[src/rtl/sa_ack_root_if.sv]
// ---------------------------------------------------------------------------
// sa_ack_root_if
// Bundle between the switch-allocator leaves and the root responder.
//
//   req         leaf -> root   aggregated request from each leaf (level)
//   credit_ret  leaf -> root   one resource credit returned (pulse per credit)
//   ack         root -> leaf   registered one-hot-or-zero acknowledge
//   credit_cnt  root -> leaf   credits currently available at the root
//   busy        root -> leaf   root is granting or stalled on credits
//   cred_err    root -> leaf   sticky: a credit came back while the pool was full
//
// master modport is the leaf side, slave modport is the root side.
// ---------------------------------------------------------------------------
interface sa_ack_root_if #(
    parameter int N_CHILD = 4,
    parameter int CREDITS = 4
);
    localparam int CW = $clog2(CREDITS + 1);

    logic [N_CHILD-1:0] req;
    logic [N_CHILD-1:0] ack;
    logic               credit_ret;
    logic [CW-1:0]      credit_cnt;
    logic               busy;
    logic               cred_err;

    modport master (
        output req,
        output credit_ret,
        input  ack,
        input  credit_cnt,
        input  busy,
        input  cred_err
    );

    modport slave (
        input  req,
        input  credit_ret,
        output ack,
        output credit_cnt,
        output busy,
        output cred_err
    );
endinterface

[src/rtl/sa_ack_root.sv]
// ---------------------------------------------------------------------------
// sa_ack_root
// Root responder of the switch-allocator request tree. Each cycle it picks at
// most one requesting leaf, returns a registered one-hot ack to it and spends
// one downstream credit. Credits come back one per credit_ret pulse.
// Arbitration is round-robin; the current owner may be held for up to
// HOLD_MAX consecutive acks while it keeps requesting, after which the
// round-robin scan takes over again.
//
// Ports
//   clk   rising-edge clock
//   rst   synchronous, active-high reset
//   bus   sa_ack_root_if.slave : req, credit_ret in; ack, credit_cnt,
//         busy, cred_err out
//
// Parameters
//   N_CHILD   number of leaf allocators (>=2)
//   CREDITS   credits available after reset (>=1)
//   HOLD_MAX  max consecutive acks to one owner while it is kept (>=1)
// ---------------------------------------------------------------------------
module sa_ack_root #(
    parameter int N_CHILD  = 4,
    parameter int CREDITS  = 4,
    parameter int HOLD_MAX = 8
) (
    input  logic          clk,
    input  logic          rst,
    sa_ack_root_if.slave  bus
);
    localparam int CW = $clog2(CREDITS + 1);
    localparam int PW = (N_CHILD > 1) ? $clog2(N_CHILD) : 1;
    localparam int HW = $clog2(HOLD_MAX + 1);

    localparam logic [1:0] ST_IDLE  = 2'd0;
    localparam logic [1:0] ST_GRANT = 2'd1;
    localparam logic [1:0] ST_STALL = 2'd2;

    logic [1:0]         r_state;
    logic [N_CHILD-1:0] r_ack;
    logic [CW-1:0]      r_creditCnt;
    logic [PW-1:0]      r_ptr;
    logic [PW-1:0]      r_owner;
    logic [HW-1:0]      r_holdCnt;
    logic               r_credErr;

    logic               w_reqAny;
    logic               w_canGo;
    logic               w_keep;
    logic               w_scanFound;
    logic [PW-1:0]      w_scanSel;
    logic [PW-1:0]      w_sel;
    logic [PW-1:0]      w_selNext;
    logic [N_CHILD-1:0] w_selOneHot;
    logic               w_creditFull;
    logic               w_creditRetOk;
    logic [CW-1:0]      w_creditNext;
    logic [1:0]         w_stateNext;

    assign w_reqAny      = |bus.req;
    assign w_canGo       = (r_creditCnt != '0) && w_reqAny;
    assign w_creditFull  = (r_creditCnt == CW'(CREDITS));
    assign w_creditRetOk = bus.credit_ret && !w_creditFull;

    // The owner is kept only while it is still acked, still requesting and
    // has not used up its hold budget.
    assign w_keep = (r_state == ST_GRANT) && bus.req[r_owner] &&
                    (r_holdCnt < HW'(HOLD_MAX));

    // Round-robin scan: first requester at or after r_ptr, wrapping. The sum
    // of pointer and offset stays below 2*N_CHILD, so one subtraction wraps it.
    always_comb begin
        logic [PW:0] idx;
        w_scanFound = 1'b0;
        w_scanSel   = r_ptr;
        for (int k = 0; k < N_CHILD; k++) begin
            idx = {1'b0, r_ptr} + (PW+1)'(k);
            if (idx >= (PW+1)'(N_CHILD)) begin
                idx = idx - (PW+1)'(N_CHILD);
            end
            if (!w_scanFound && bus.req[idx[PW-1:0]]) begin
                w_scanFound = 1'b1;
                w_scanSel   = idx[PW-1:0];
            end
        end
    end

    assign w_sel     = w_keep ? r_owner : w_scanSel;
    assign w_selNext = (w_sel == PW'(N_CHILD - 1)) ? '0 : (w_sel + PW'(1));

    always_comb begin
        w_selOneHot        = '0;
        w_selOneHot[w_sel] = 1'b1;
    end

    // Consume and return in the same cycle cancel out; a return into a full
    // pool is ignored so the count saturates at CREDITS.
    always_comb begin
        w_creditNext = r_creditCnt;
        if (w_canGo && !w_creditRetOk) begin
            w_creditNext = r_creditCnt - CW'(1);
        end else if (!w_canGo && w_creditRetOk) begin
            w_creditNext = r_creditCnt + CW'(1);
        end
    end

    // The state tracks what the ack register will hold: granting when an ack
    // is issued, stalled when requests wait without credit, idle otherwise.
    // Every state uses the same decision, so STALL resumes the cycle a credit
    // shows up in the register.
    always_comb begin
        w_stateNext = ST_IDLE;
        if (w_canGo) begin
            w_stateNext = ST_GRANT;
        end else if (w_reqAny) begin
            w_stateNext = ST_STALL;
        end
    end

    // Registered state, ack and credit pool. Reset also forgets any
    // outstanding credits by reloading the full pool.
    always_ff @(posedge clk) begin
        if (rst) begin
            r_state     <= ST_IDLE;
            r_ack       <= '0;
            r_creditCnt <= CW'(CREDITS);
            r_credErr   <= 1'b0;
        end else begin
            r_state     <= w_stateNext;
            r_ack       <= w_canGo ? w_selOneHot : '0;
            r_creditCnt <= w_creditNext;
            if (bus.credit_ret && w_creditFull) begin
                r_credErr <= 1'b1;
            end
        end
    end

    // Ownership bookkeeping only moves when an ack is actually issued. A kept
    // owner extends its hold; any other selection (including the owner picked
    // again by the scan as sole requester) starts a fresh hold and moves the
    // round-robin pointer past the winner.
    always_ff @(posedge clk) begin
        if (rst) begin
            r_ptr     <= '0;
            r_owner   <= '0;
            r_holdCnt <= '0;
        end else if (w_canGo) begin
            if (w_keep) begin
                r_holdCnt <= r_holdCnt + HW'(1);
            end else begin
                r_owner   <= w_sel;
                r_holdCnt <= HW'(1);
                r_ptr     <= w_selNext;
            end
        end
    end

    assign bus.ack        = r_ack;
    assign bus.credit_cnt = r_creditCnt;
    assign bus.busy       = (r_state != ST_IDLE);
    assign bus.cred_err   = r_credErr;

endmodule

[src/flat_wrapper.sv]
// flat-port wrapper written by rule: the top's interface ports become plain ports
module sa_ack_root_flat 
#(
    parameter int N_CHILD  = 4,
    parameter int CREDITS  = 4,
    parameter int HOLD_MAX = 8
)
  (clk, rst, bus_req, bus_credit_ret, bus_ack, bus_credit_cnt, bus_busy, bus_cred_err);
  sa_ack_root_if #(.N_CHILD(N_CHILD), .CREDITS(CREDITS)) bus_i ();
  input  logic clk;
  input  logic rst;
  input wire logic [$bits(bus_i.req)-1:0] bus_req;
  input wire logic [$bits(bus_i.credit_ret)-1:0] bus_credit_ret;
  output wire logic [$bits(bus_i.ack)-1:0] bus_ack;
  output wire logic [$bits(bus_i.credit_cnt)-1:0] bus_credit_cnt;
  output wire logic [$bits(bus_i.busy)-1:0] bus_busy;
  output wire logic [$bits(bus_i.cred_err)-1:0] bus_cred_err;
  assign bus_i.req = bus_req;
  assign bus_i.credit_ret = bus_credit_ret;
  assign bus_ack = bus_i.ack;
  assign bus_credit_cnt = bus_i.credit_cnt;
  assign bus_busy = bus_i.busy;
  assign bus_cred_err = bus_i.cred_err;
  sa_ack_root #(.N_CHILD(N_CHILD), .CREDITS(CREDITS), .HOLD_MAX(HOLD_MAX)) u_core (.clk(clk), .rst(rst), .bus(bus_i));
endmodule
[config.mk]
export PLATFORM = sky130hd
export DESIGN_NAME = sa_ack_root_flat
export DESIGN_NICKNAME = d
export VERILOG_FILES = /design/src/rtl/sa_ack_root_if.sv /design/src/rtl/sa_ack_root.sv /design/src/flat_wrapper.sv
export SDC_FILE = /design/constraint.sdc
export NUM_CORES = 1
export LEC_CHECK = 0
export ABC_AREA = 0
export CAP_MARGIN = 25
export CELL_PAD_IN_SITES_DETAIL_PLACEMENT = 0
export CELL_PAD_IN_SITES_GLOBAL_PLACEMENT = 1
export CORE_MARGIN = 2
export CORE_UTILIZATION = 39
export CTS_CLUSTER_DIAMETER = 100
export DETAILED_ROUTE_END_ITERATION = 10
export PLACE_DENSITY = 0.83
export SYNTH_ARGS = -nofsm -noshare
export SYNTH_HDL_FRONTEND = slang
export SYNTH_SLANG_ARGS = --single-unit
export TNS_END_PERCENT = 20
[constraint.sdc]
create_clock -name clk -period 3.08 [get_ports clk]
set_clock_uncertainty 0.1 [all_clocks]
set_input_delay 0.462 -clock clk [delete_from_list [all_inputs] [get_ports clk]]
set_output_delay 0.462 -clock clk [all_outputs]
set_load 0.005 [all_outputs]
After elaboration in Yosys (flattened, before gate mapping). Index checks and enable logic that the tools add are counted.

Flip-flop bits (word level): 18. Latch bits: 0. Memory bits (writable): 0. Bits in read-only memories: 0. Output and inout bits: 9. Word-level logic and storage cells: 90. Memories: 0.

Add/subtract/negate cells: 11. Multipliers: 0. Divide/modulo/power cells: 0. Order comparisons: 12. Equality and inequality tests: 3. Shift-type cells: 0. Multiplexer cells: 30. Bitwise logic cells: 2. Reduce and logical (&&, ||, !) cells: 24.

Operators with widths (count): two-way mux 2 bit (11); less-than comparator 2 x 3 -> 1 bit (second input constant) (6); logical AND 1 bit (11); binary-select mux 1 bit (select 2 bit) (5); two-way mux 1 bit (10); greater-or-equal comparator 3 bit (second input constant) (3); subtractor 2 x 1 -> 2 bit (second input constant) (4); adder 2 x 2 -> 3 bit (second input constant) (2); zero test 1 bit (6); two-way mux 3 bit (2); adder 4 x 1 -> 4 bit (second input constant) (1); less-than comparator 4 bit (second input constant) (1); two-way mux 4 bit (1); nonzero test 2 bit (2); OR reduction 2 bit (2); OR reduction 4 bit (1); adder 2 x 1 -> 3 bit (second input constant) (1); adder 3 x 1 -> 3 bit (second input constant) (1); == test 3 bit (second input constant) (1); greater-or-equal comparator 2 x 3 -> 1 bit (second input constant) (1); nonzero test 3 bit (1); subtractor 3 x 1 -> 3 bit (second input constant) (1); adder 2 x 1 -> 2 bit (second input constant) (1); demux 1 bit (select 2 bit) (1); 5 further kinds (6).

Logic depth before layout (Yosys ltp).
Word-level depth: 19. Gate-level depth with buffers: 10. Gate-level depth less buffers: 9.

Worst setup path before layout. Ideal clock, no wire load.

Path kind: in2reg. Start point: in bus_req[0]. End point: reg u_core.r_creditCnt[2], in the netlist u_core.bus.credit_cnt[2]. Setup time: 62 ps. Data arrival time: 2095 ps. Data required time: 2918 ps. Setup slack: 823 ps. Stages: 10. Path through: nor4_1 -> or2_1 -> buf_4 -> inv_2 -> ha_1 -> inv_1 -> fa_1 -> xor2_1 -> or3_1 -> nand3_1.

Longest elaborated chain between the ends: 5.

Ends and longest elaborated chain: from (decl) (line flat_wrapper.sv:12) `input wire logic [$bits(bus_i.req)-1:0] bus_req;`; OR reduction 4 bit (*) (line sa_ack_root.sv:59) `assign w_reqAny = |bus.req;`; logical AND 1 bit (*) (line sa_ack_root.sv:60) `assign w_canGo = (r_creditCnt != '0) && w_reqAny;`; named net u_core.w_canGo (line sa_ack_root.sv:47) `logic w_canGo;`; zero test 1 bit (line sa_ack_root.sv:101) `end else if (!w_canGo && w_creditRetOk) begin`; logical AND 1 bit (line sa_ack_root.sv:101); nonzero test 2 bit (no line); to (signal assigned) (line sa_ack_root.sv:125) `r_creditCnt <= CW'(CREDITS);`; to (signal assigned) (line sa_ack_root.sv:130) `r_creditCnt <= w_creditNext;`; to (decl) (line sa_ack_root.sv:40) `logic [CW-1:0] r_creditCnt;`.

The timed path passes the listed nets; every way through them passes the cells marked *. A chain may end at the register's enable or synchronous reset.

Worst setup path in the final report.
Start point: in bus_req[3]. End point: reg u_core.r_creditCnt[2], in the netlist u_core.bus.credit_cnt[2].

Same word-level chain as after synthesis.

==> impl_metrics.env <==
export IMPL_status="complete, no violations"
export IMPL_required_ns=3.21
export IMPL_crit_family="buffers and inverters"
export IMPL_fill_cells=229
export IMPL_cts_tree="built"
export IMPL_die_h_um=54.5
export IMPL_critPathSlowestCell="clkdlybuf4s50_1"
export IMPL_max_cap_violations=0
export IMPL_cts_buffers=3
export IMPL_ys_flop_type="dfxtp_1"
export IMPL_postSynthCellCount=108
export IMPL_yosys_warnings=0
export IMPL_worstHoldPathType="reg2reg"
export IMPL_grt_start_max_net_pins=12
export IMPL_drive_gt1_frac=0.105
export IMPL_diodes=0
export IMPL_tightest_slew_ns=0.489
export IMPL_track_usage=0.164
export IMPL_grt_pass1_wl_mm=3.47
export IMPL_num_vias=845
export IMPL_worstPathMaxFanout=10
export IMPL_max_freq_mhz=381
export IMPL_grt_pass1_vias=772
export IMPL_synth_enable_flop_cells=0
export IMPL_max_stage_delay_ns=0.59
export IMPL_detail_route_antenna_nets=0
export IMPL_drtIter0Drc=21
export IMPL_hold_viol=0
export IMPL_syn_area_per_cell_um2=9.22
export IMPL_period_minus_slack_ns=2.62
export IMPL_area_growth_pct=19.6
export IMPL_placementRows=18
export IMPL_yosysUniqueCellTypes=47
export IMPL_synth_area_um2=996
export IMPL_nets=140
export IMPL_leakagePower_nw=0.528
export IMPL_worstPathCellList="clkdlybuf4s50_1 -> nor4_1 -> or2_1 -> inv_2 -> ha_1 -> inv_1 -> fa_1 -> xor2_1 -> or3_1 -> nand3_1"
export IMPL_drc=0
export IMPL_core_area_um2=2450
export IMPL_grt_ovfl_total=0
export IMPL_cp_num_buf_inv=3
export IMPL_die_area_um2=2970
export IMPL_end_kind="flop"
export IMPL_ioPinCount=16
export IMPL_clkTransAtPathRegs_ns=0.09
export IMPL_cts_resized_gates=0
export IMPL_fin_cells=154
export IMPL_fin_setup_tns_ns=0
export IMPL_place_gp_congestion=0.868
export IMPL_routedWlPerCell_um=12.7
export IMPL_powerDensity_nw_per_um2=762
export IMPL_worst_slack_ns=0.458
export IMPL_maxSlewViolCount=0
export IMPL_synth_net_count=122
export IMPL_async_flop_share=0
export IMPL_relSlewSlack=0.671
export IMPL_min_period_over_period=0.851
export IMPL_holdWs_ns=0.384
export IMPL_rsz0062_at_grt="no"
export IMPL_wirelength_mm=1.96
export IMPL_hold_buffers=0
export IMPL_numClockSinks=18
export IMPL_final_core_util=0.485
export IMPL_root_buffer="clkbuf_4"
export IMPL_ys_ff_latch=18
export IMPL_htree_levels=1
export IMPL_cp_data_arrival_time_ns=2.76
export IMPL_synth_seq_area_share=0.362
export IMPL_initial_core_util=0.406
export IMPL_worst_setup_path_start_kind="primary input"
export IMPL_hpwl_mm=1.54
export IMPL_place_inst=151
export IMPL_antenna_found_initial=0
export IMPL_crit_type="in2reg"
export IMPL_dieWidth_um=54.5
export IMPL_post_cts_buffers=0
export IMPL_vdd_ir_drop_max_mv=0.445
export IMPL_drtPass1Iterations=4
export IMPL_port_buffers=15
export IMPL_clockBufferDepth=2
export IMPL_setup_viol=0
export IMPL_insertion_delay_ns=0.29
export IMPL_place_ws_ns=0.155
export IMPL_vias_per_cell=5.49
[worst paths after layout]
path	start	end	slack (ns)	cells after the start
worst max register to register	u_core.r_owner[0]	u_core.r_ptr[1]	0.76	7
worst min register to register	u_core.bus.cred_err	u_core.bus.cred_err	0.38	2
worst min-delay path	u_core.bus.cred_err	u_core.bus.cred_err	0.38	2
worst max-delay path	bus_req[3]	u_core.bus.credit_cnt[2]	0.46	10
[sequential cells by signal, indices dropped and copies added, names as in the netlist]
name and cells:
u_core.r_holdCnt 4, u_core.r_owner 2, u_core.r_state 2, u_core.r_ptr 2, u_core.bus.ack 4, u_core.bus.cred_err 1
u_core.bus.credit_cnt 3
[Yosys cell counts (2+ instances only)]
cell type,instances,share of area
dfxtp_1,18,0.36
a21oi_1,7,0.035
nor2_1,7,0.026
ha_1,6,0.075
nand2_1,6,0.023
inv_1,5,0.019
nand3_1,5,0.025
and3_1,4,0.025
nor2b_1,4,0.025
o211a_1,3,0.030
o21ai_0,3,0.015
a31oi_1,2,0.013
nor3_1,2,0.010
o211ai_1,2,0.015
xor2_1,2,0.018
[worst reg2reg max path: stages (launching register included)]
cell	delay [ns]
dfxtp_1	0.45
mux2_2	0.38
and3b_2	0.26
nor2_4	0.19
mux2_1	0.37
ha_1	0.28
nand4_1	0.07
a21oi_1	0.15
[logic make-up (layout without fill, tap and decap cells)]
| logic type | after synthesis | count (layout) | synth area share |
|---|---|---|---|
| multiplexers | 4 | 4 | 0.0477 |
| AND/OR/NAND/NOR | 42 | 42 | 0.251 |
| adder cells (fa/ha/maj) | 7 | 7 | 0.0955 |
| flip-flops | 18 | 18 | 0.362 |
| XOR/XNOR | 2 | 2 | 0.0176 |
| AO/OA/AOI/OAI | 26 | 26 | 0.181 |
| buffers and inverters | 9 | 25 | 0.0452 |
[metrics by stage]
stage | area (µm²) | power, W
floorplan | 996 | 0.000651
global placement | 1170 | 0.000791
global route | 1190 | 0.000993
finish | 1190 | 0.000908
detailed placement | 1170 | 0.000795
CTS | 1190 | 0.000916
[report_power, final]
part           leakage, nW  internal [W]  switching, W
Combinational        0.366      0.000224      0.000220
Clock               0.0138     0.0000455     0.0000667
Sequential           0.148      0.000294     0.0000572
[routing by layer]
layer  global-route usage  up-vias  wire length (µm)
li1                     -      429                 -
met1                0.220      385               904
met2                0.253       27               915
met3               0.0492        4               120
met4               0.0458        0                19
met5                    0        -                 0
[cell usage in the layout (no fill, tap or decap), drive strengths merged, types with 2 or more instances in the layout]
cell           netlist  routed
dfxtp               18      18
and3b                2       2
inv                  6       6
nor3b                2       2
xor2                 2       2
a21oi                7       7
nand2                6       6
nor2b                4       4
or2                  2       2
and3                 5       5
a31oi                2       2
mux2                 3       3
clkdlybuf4s50        0      15
o211a                3       3
o21ai                4       4
nor3                 2       2
nand3                5       5
a31o                 2       2
o211ai               2       2
nor2                 8       8
ha                   6       6
clkbuf               1       3
[final cells by class]
type,instances,area [µm²],share of cell area
repair buffers,16,158,0.132
multi-input cells,81,591,0.496
well taps,30,37.5,0.0315
clock buffers,3,22.5,0.0189
flip-flops and latches,18,360,0.303
inverters,6,22.5,0.0189
Power figures use the tool's default switching activity.
